$ cat src/rtl/uart_rx_if.sv
// Signal bundle between the UART receiver and its consumer.
// The receiver side (master) owns the decoded byte and strobes; the line side drives rx_in.
interface uart_rx_if;
    logic       rx_in;
    logic [7:0] data_out;
    logic       data_valid;
    logic       frame_err;
    logic       busy;

    modport master (input rx_in, output data_out, data_valid, frame_err, busy);
    modport slave  (output rx_in, input data_out, data_valid, frame_err, busy);
endinterface

$ cat src/rtl/uart_rx.sv
// 8N1 UART receiver with an internal 16x oversampling tick.
// Each bit is sampled once at its centre; results are presented as registered one-cycle strobes.
module uart_rx #(
    parameter int CLK_FREQ   = 200_000_000,
    parameter int BAUD       = 115_200,
    parameter int OVERSAMPLE = 16
) (
    input  logic      clk_in,
    input  logic      rst_n,
    uart_rx_if.master bus
);
    localparam int DIV   = CLK_FREQ / (BAUD * OVERSAMPLE);
    localparam int DIV_W = $clog2(DIV);
    localparam logic [DIV_W-1:0] DIV_LAST = DIV_W'(DIV - 1);

    typedef enum logic [1:0] {IDLE, START, DATA, STOP} state_t;

    state_t           state_q, state_d;
    logic             sync1_q, sync1_d;
    logic             sync2_q, sync2_d;
    logic             rx_prev_q, rx_prev_d;
    logic [DIV_W-1:0] baud_q, baud_d;
    logic [3:0]       tick_cnt_q, tick_cnt_d;
    logic [2:0]       bit_idx_q, bit_idx_d;
    logic [7:0]       shift_q, shift_d;
    logic [7:0]       data_q, data_d;
    logic             valid_q, valid_d;
    logic             ferr_q, ferr_d;

    logic rx_s;
    logic start_edge;
    logic tick;

    assign rx_s       = sync2_q;
    assign start_edge = rx_prev_q & ~rx_s;
    assign tick       = (baud_q == DIV_LAST);

    always_comb begin
        sync1_d    = bus.rx_in;
        sync2_d    = sync1_q;
        rx_prev_d  = sync2_q;
        state_d    = state_q;
        baud_d     = '0;
        tick_cnt_d = tick_cnt_q;
        bit_idx_d  = bit_idx_q;
        shift_d    = shift_q;
        data_d     = data_q;
        valid_d    = 1'b0;
        ferr_d     = 1'b0;

        // The tick divider only runs while a frame is in progress.
        if (state_q != IDLE) begin
            baud_d = tick ? '0 : baud_q + 1'b1;
        end

        unique case (state_q)
            IDLE: begin
                if (start_edge) begin
                    state_d    = START;
                    tick_cnt_d = '0;
                end
            end
            START: begin
                if (tick) begin
                    if (tick_cnt_q == 4'd7) begin
                        if (rx_s) begin
                            state_d = IDLE;
                        end else begin
                            state_d    = DATA;
                            tick_cnt_d = '0;
                            bit_idx_d  = '0;
                        end
                    end else begin
                        tick_cnt_d = tick_cnt_q + 1'b1;
                    end
                end
            end
            DATA: begin
                if (tick) begin
                    tick_cnt_d = tick_cnt_q + 1'b1;
                    if (tick_cnt_q == 4'd15) begin
                        shift_d[bit_idx_q] = rx_s;
                        bit_idx_d          = bit_idx_q + 1'b1;
                        if (bit_idx_q == 3'd7) begin
                            state_d = STOP;
                        end
                    end
                end
            end
            STOP: begin
                if (tick) begin
                    tick_cnt_d = tick_cnt_q + 1'b1;
                    // Leaving at mid stop bit lets a back-to-back start edge be caught.
                    if (tick_cnt_q == 4'd15) begin
                        if (rx_s) begin
                            data_d  = shift_q;
                            valid_d = 1'b1;
                        end else begin
                            ferr_d = 1'b1;
                        end
                        state_d = IDLE;
                    end
                end
            end
            default: state_d = IDLE;
        endcase
    end

    always_ff @(posedge clk_in or negedge rst_n) begin
        if (!rst_n) begin
            state_q    <= IDLE;
            sync1_q    <= 1'b1;
            sync2_q    <= 1'b1;
            rx_prev_q  <= 1'b1;
            baud_q     <= '0;
            tick_cnt_q <= '0;
            bit_idx_q  <= '0;
            shift_q    <= '0;
            data_q     <= '0;
            valid_q    <= 1'b0;
            ferr_q     <= 1'b0;
        end else begin
            state_q    <= state_d;
            sync1_q    <= sync1_d;
            sync2_q    <= sync2_d;
            rx_prev_q  <= rx_prev_d;
            baud_q     <= baud_d;
            tick_cnt_q <= tick_cnt_d;
            bit_idx_q  <= bit_idx_d;
            shift_q    <= shift_d;
            data_q     <= data_d;
            valid_q    <= valid_d;
            ferr_q     <= ferr_d;
        end
    end

    assign bus.data_out   = data_q;
    assign bus.data_valid = valid_q;
    assign bus.frame_err  = ferr_q;
    assign bus.busy       = (state_q != IDLE);
endmodule
$ cat src/flat_wrapper.sv
// flat-port wrapper written by rule: the top's interface ports become plain ports
module uart_rx_flat 
#(
    parameter int CLK_FREQ   = 200_000_000,
    parameter int BAUD       = 115_200,
    parameter int OVERSAMPLE = 16
)
  (clk_in, rst_n, bus_rx_in, bus_data_out, bus_data_valid, bus_frame_err, bus_busy);
  uart_rx_if bus_i ();
  input  logic clk_in;
  input  logic rst_n;
  input wire logic [$bits(bus_i.rx_in)-1:0] bus_rx_in;
  output wire logic [$bits(bus_i.data_out)-1:0] bus_data_out;
  output wire logic [$bits(bus_i.data_valid)-1:0] bus_data_valid;
  output wire logic [$bits(bus_i.frame_err)-1:0] bus_frame_err;
  output wire logic [$bits(bus_i.busy)-1:0] bus_busy;
  assign bus_i.rx_in = bus_rx_in;
  assign bus_data_out = bus_i.data_out;
  assign bus_data_valid = bus_i.data_valid;
  assign bus_frame_err = bus_i.frame_err;
  assign bus_busy = bus_i.busy;
  uart_rx #(.CLK_FREQ(CLK_FREQ), .BAUD(BAUD), .OVERSAMPLE(OVERSAMPLE)) u_core (.clk_in(clk_in), .rst_n(rst_n), .bus(bus_i));
endmodule
$ cat config.mk
export PLATFORM = sky130hd
export DESIGN_NAME = uart_rx_flat
export DESIGN_NICKNAME = d
export VERILOG_FILES = /design/src/rtl/uart_rx_if.sv /design/src/rtl/uart_rx.sv /design/src/flat_wrapper.sv
export SDC_FILE = /design/constraint.sdc
export NUM_CORES = 1
export LEC_CHECK = 0
export ABC_AREA = 1
export CORE_ASPECT_RATIO = 0.5
export CORE_MARGIN = 2
export CORE_UTILIZATION = 55
export CTS_CLUSTER_DIAMETER = 100
export CTS_CLUSTER_SIZE = 8
export DETAILED_ROUTE_END_ITERATION = 10
export MAX_ROUTING_LAYER = met4
export PLACE_DENSITY = 0.76
export SETUP_SLACK_MARGIN = 0.5
export SKIP_CTS_REPAIR_TIMING = 1
export SYNTH_ARGS = -nofsm -noshare
export SYNTH_HDL_FRONTEND = slang
export SYNTH_SLANG_ARGS = --single-unit
export TNS_END_PERCENT = 30
$ cat constraint.sdc
create_clock -name clk_in -period 4.1 [get_ports clk_in]
set_input_delay 0.82 -clock clk_in [delete_from_list [all_inputs] [get_ports clk_in]]
set_output_delay 0.82 -clock clk_in [all_outputs]
set_load 0.05 [all_outputs]
### Word-level counts from Yosys, hierarchy flattened

Index checks and enable logic that the tools add are counted.

| storage, ports and cells | value |
|---|---|
| flip-flop bits (word level) | 37 |
| latch bits | 0 |
| memory bits (writable) | 0 |
| bits in read-only memories | 0 |
| logic and storage cells | 81 |
| memories | 0 |

| cells by class | value |
|---|---|
| $add $sub $neg | 3 |
| $mul | 0 |
| divide/modulo/power cells | 0 |
| magnitude comparators | 2 |
| equality and inequality tests | 18 |
| shift operators | 0 |
| muxes and demuxes | 35 |
| bitwise operators | 2 |
| reduce and logical (&&, ||, !) cells | 10 |

Operator list:

| cell | count |
|---|---|
| 4-bit two-way mux | 5 |
| 2-bit two-way mux | 9 |
| 2-bit by 1-bit != test with 1-bit output (second input constant) | 9 |
| 3-bit two-way mux | 5 |
| 7-bit two-way mux | 2 |
| 4-bit one-hot mux with 3 select lines | 1 |
| 1-bit two-way mux | 9 |
| 8-bit bitwise mux | 1 |
| 2-bit one-hot mux with 4 select lines | 1 |
| 4-bit AND reduction | 2 |
| 8-bit AND reduction | 1 |
| 7-bit by 1-bit adder with 7-bit output (second input constant) | 1 |
| 7-bit == test (second input constant) | 1 |
| 3-bit one-hot mux with 2 select lines | 1 |
| 6-bit AND reduction | 1 |
| 4-bit by 1-bit adder with 4-bit output (second input constant) | 1 |
| 2-bit == test (second input constant) | 2 |
| 4-bit by 3-bit == test with 1-bit output (second input constant) | 1 |
| 4-bit == test (second input constant) | 1 |
| 3-bit by 4-bit < comparator with 1-bit output (second input constant) | 1 |
| 2-bit nonzero test | 2 |
| 3-bit by 1-bit adder with 3-bit output (second input constant) | 1 |
| 1-bit demux with 3-bit select | 1 |
| 3-bit == test (second input constant) | 1 |
| other kinds (10) | 10 |

### Longest topological paths before layout

| depth | value |
|---|---|
| depth after elaboration | 5 |
| depth in mapped cells | 9 |

### Worst setup path before layout

Ideal clock, no wire load.

| path | value |
|---|---|
| path type | flip-flop to output port |
| start point | register with a tool-made name |
| end point | output bus_busy |
| arrival | 862 ps |
| slack | 2418 ps |
| stages on the path, launching flop included | 4 |
| path buffers | 1 |
| cell sequence | dfrtp_1 > buf_4 > nor2_1 > inv_2 |

RTL lines:

| element | line | text |
|---|---|---|
| end, declared | flat_wrapper.sv:16 | `output wire logic [$bits(bus_i.busy)-1:0] bus_busy;` |

==> impl_metrics.py <==
metrics = {
    "synth": {
        "synth_top_area_share": 0.4854,
        "synthTopCellsByCount": "nand2_1, dfrtp_1, nor2_1",
        "async_reset_ff_frac": 1.000,
        "synth-seq-cells": 37,
        "yosys_warnings": 0,
        "syn_avg_cell_area_um2": 8.765,
        "ys_seq_area_frac": 0.5303,
        "yosysMostFrequentCell": "nand2_1",
        "synth_ff_type": "dfrtp_1",
        "syn_nets": 207,
        "syn-instance-count": 200,
        "yosys.area.top_type": "dfrtp_1",
        "synth-edff-count": 0,
        "synthTopCellsByArea": "dfrtp_1, nand2_1, nand3_1",
        "synth_cell_types": 25,
        "synth_area_um2": 1753,
    },
    "setup_path": {
        "r2r_slack_ns": 2.45,
        "crit_chain": "nor2_1, inv_2, clkdlybuf4s50_1",
        "crit_path_start_kind": "flip-flop",
        "critical_path_buf_inv_count": 2,
        "crit_slowest_cell": "clkdlybuf4s50_1",
        "cp_max_fo": 9,
        "max_stage_delay_ns": 0.79,
        "critical_path_class": "flip-flop to output port",
        "critPathArrivalTime_ns": 1.84,
        "cp_data_required_time_ns": 3.28,
        "critPathTopFamily": "buffers and inverters",
        "endpoint_kind": "output port",
    },
    "clock_network": {
        "clock_path_buffers": 2,
        "cts_tree": "yes",
        "cts_sinks": 37,
        "clk_latency_ns": 0.29,
        "cts_root_buf": "clkbuf_8",
        "numCtsBuffers": 5,
        "htree_levels": 2,
        "clk_pin_slew_ns": 0.07,
    },
    "placement": {
        "hpwl_um": 2206,
        "gp_congestion": 0.9010,
        "pre_cts_slack_ns": 1.771,
        "io_buffers": 13,
    },
    "die": {
        "die_h_um": 43.92,
        "die_area_um2": 3682,
        "die_x_um": 83.84,
        "core_um2": 3013,
        "pin_count": 14,
        "rows": 14,
        "start_util": 0.5818,
    },
    "detailed_routing": {
        "vias": 1344,
        "dr.pass1.iters": 5,
        "ant_nets": 0,
        "drt-total-wl_um": 3081,
        "drcViolationCount": 0,
        "wl_per_cell_um": 11.80,
        "vias_per_cell": 5.149,
        "drt_iter0_drc": 110,
    },
    "power": {
        "p_total_uw": 977.8,
        "leakage_uw": 0.0009538,
        "powerDensity_nw_per_um2": 472.2,
        "max-vdd-ir-drop_uv": 270.6,
    },
    "timing": {
        "setup_ws_ns": 1.442,
        "hold_viol": 0,
        "slew_headroom": 0.6635,
        "fin_crit_sh": 0.6484,
        "max_freq_ghz": 0.3762,
        "worst_pin_slew_ns": 0.5032,
        "fin_skew_ns": 0.004385,
        "tns_ns": 0,
        "setup_viol": 0,
        "rsz0062_at_grt": "false",
        "slew_violations": 0,
        "finalCriticalPeriod_ns": 2.658,
    },
    "layout": {
        "nNetsFinal": 227,
        "syn_to_final_growth_pct": 18.13,
        "n_fill_cell": 222,
        "drive_gt1_frac": 0.1403,
        "diodes": 0,
    },
    "hold_path": {
        "hp-class": "flip-flop to flip-flop",
    },
    "grt": {
        "antenna_found_initial": 0,
        "grt_max_degree": 38,
        "grt_usage": 0.1997,
        "grt_pass1_wl_um": 5451,
        "grt_overflow": 0,
        "grt_pass1_vias": 1279,
    },
    "run": {
        "drv_cap": 0,
    },
    "status": {
        "outcome": "finished, final reports clean",
    },
}
-- area by class of cell --
class / count / area, um2 / share of cell area
clock buffers: 5 / 68.82 / 0.03323
clock inverters: 3 / 68.82 / 0.03323
inverters: 20 / 81.33 / 0.03927
multi-input cells: 142 / 734.5 / 0.3547
flip-flops and latches: 37 / 929.6 / 0.4489
well taps: 40 / 50.05 / 0.02417
repair buffers: 14 / 137.6 / 0.06647
-- state kept, by name (all words and copies together) (netlist names), named ones only --
| register | flops |
|---|---|
| u_core.bus.data_out | 8 |
| u_core.bit_idx_q | 3 |
| u_core.state_q | 1 |
| u_core.rx_prev_d | 1 |
| u_core.baud_q | 7 |
| u_core.bus.data_valid | 1 |
| u_core.sync1_q | 1 |
| u_core.rx_prev_q | 1 |
| u_core.bus.frame_err | 1 |
| u_core.shift_q | 8 |
| u_core.tick_cnt_q | 4 |
-- report_power, final --
group          total, uW  switching [uW]  leakage, uW  internal (uW)
sequential           428            34.1     0.000501            394
clock                375             130    0.0000687            245
combinational        175             118     0.000384           57.3
total                978             282     0.000954            696
-- routing by layer --
| metal | vias to the layer above | GRT usage | part of all wire |
|---|---|---|---|
| li1 | 686 | - | - |
| met1 | 622 | 0.2463 | 0.48 |
| met2 | 32 | 0.3216 | 0.46 |
| met3 | 4 | 0.06286 | 0.051 |
| met4 | 0 | 0.06452 | 0.0088 |
| met5 | - | - | 0 |
-- cell families (layout without fill, tap and decap cells) --
| group | Yosys count | in the layout | synth area share |
|---|---|---|---|
| fa+ha+maj | 4 | 4 | 0.02855 |
| compound gates | 21 | 21 | 0.06424 |
| buf+inv | 21 | 42 | 0.05068 |
| flops | 37 | 37 | 0.5303 |
| xor+xnor | 3 | 3 | 0.01499 |
| simple gates | 114 | 114 | 0.3112 |
-- through the flow --
stage	cell area, um2	std cells	hold WS [ns]	utilization
2_1_floorplan	1753	200	0.3452	-
3_3_place_gp	1933	253	0.3464	0.6416
3_5_place_dp	1933	253	0.3468	0.6416
4_1_cts	2071	261	0.3577	0.6873
5_1_grt	2071	261	0.3634	0.6873
6_report	2071	261	0.3568	0.6873
-- cells in the final DEF, fill, tap and decap left out --
| master | n |
|---|---|
| buf_4 | 1 |
| dfrtp_1 | 34 |
| nand2_2 | 4 |
| bufinv_16 | 2 |
| nand2_1 | 58 |
| and2_0 | 1 |
| xor2_1 | 1 |
| nor2_1 | 18 |
| a21oi_2 | 1 |
| nor2_4 | 3 |
| o21ai_1 | 13 |
| clkbuf_8 | 5 |
| inv_1 | 14 |
| nand4_1 | 5 |
| dfstp_2 | 3 |
| nor2_2 | 1 |
| nor3_1 | 4 |
| o21ai_2 | 1 |
| ha_1 | 4 |
| o21ai_0 | 5 |
| clkdlybuf4s50_1 | 13 |
| nand3_1 | 17 |
| inv_6 | 1 |
| clkinv_2 | 1 |
| nand3_4 | 3 |
| a21oi_1 | 1 |
| xnor2_1 | 2 |
| inv_2 | 4 |
| clkinv_4 | 1 |
-- path summary, 6_finish.rpt --
check,from,endpoint,cells past startpoint
min,u_core.sync1_q,u_core.rx_prev_d,0
max reg2reg,u_core.tick_cnt_q[0],flip-flop,8
min in group asynchronous,rst_n,u_core.baud_q[0],2
max,flip-flop,bus_busy,3
max in group asynchronous,rst_n,u_core.rx_prev_q,2
min reg2reg,u_core.sync1_q,u_core.rx_prev_d,0
No activity file was read; power rests on OpenSTA's default activity.
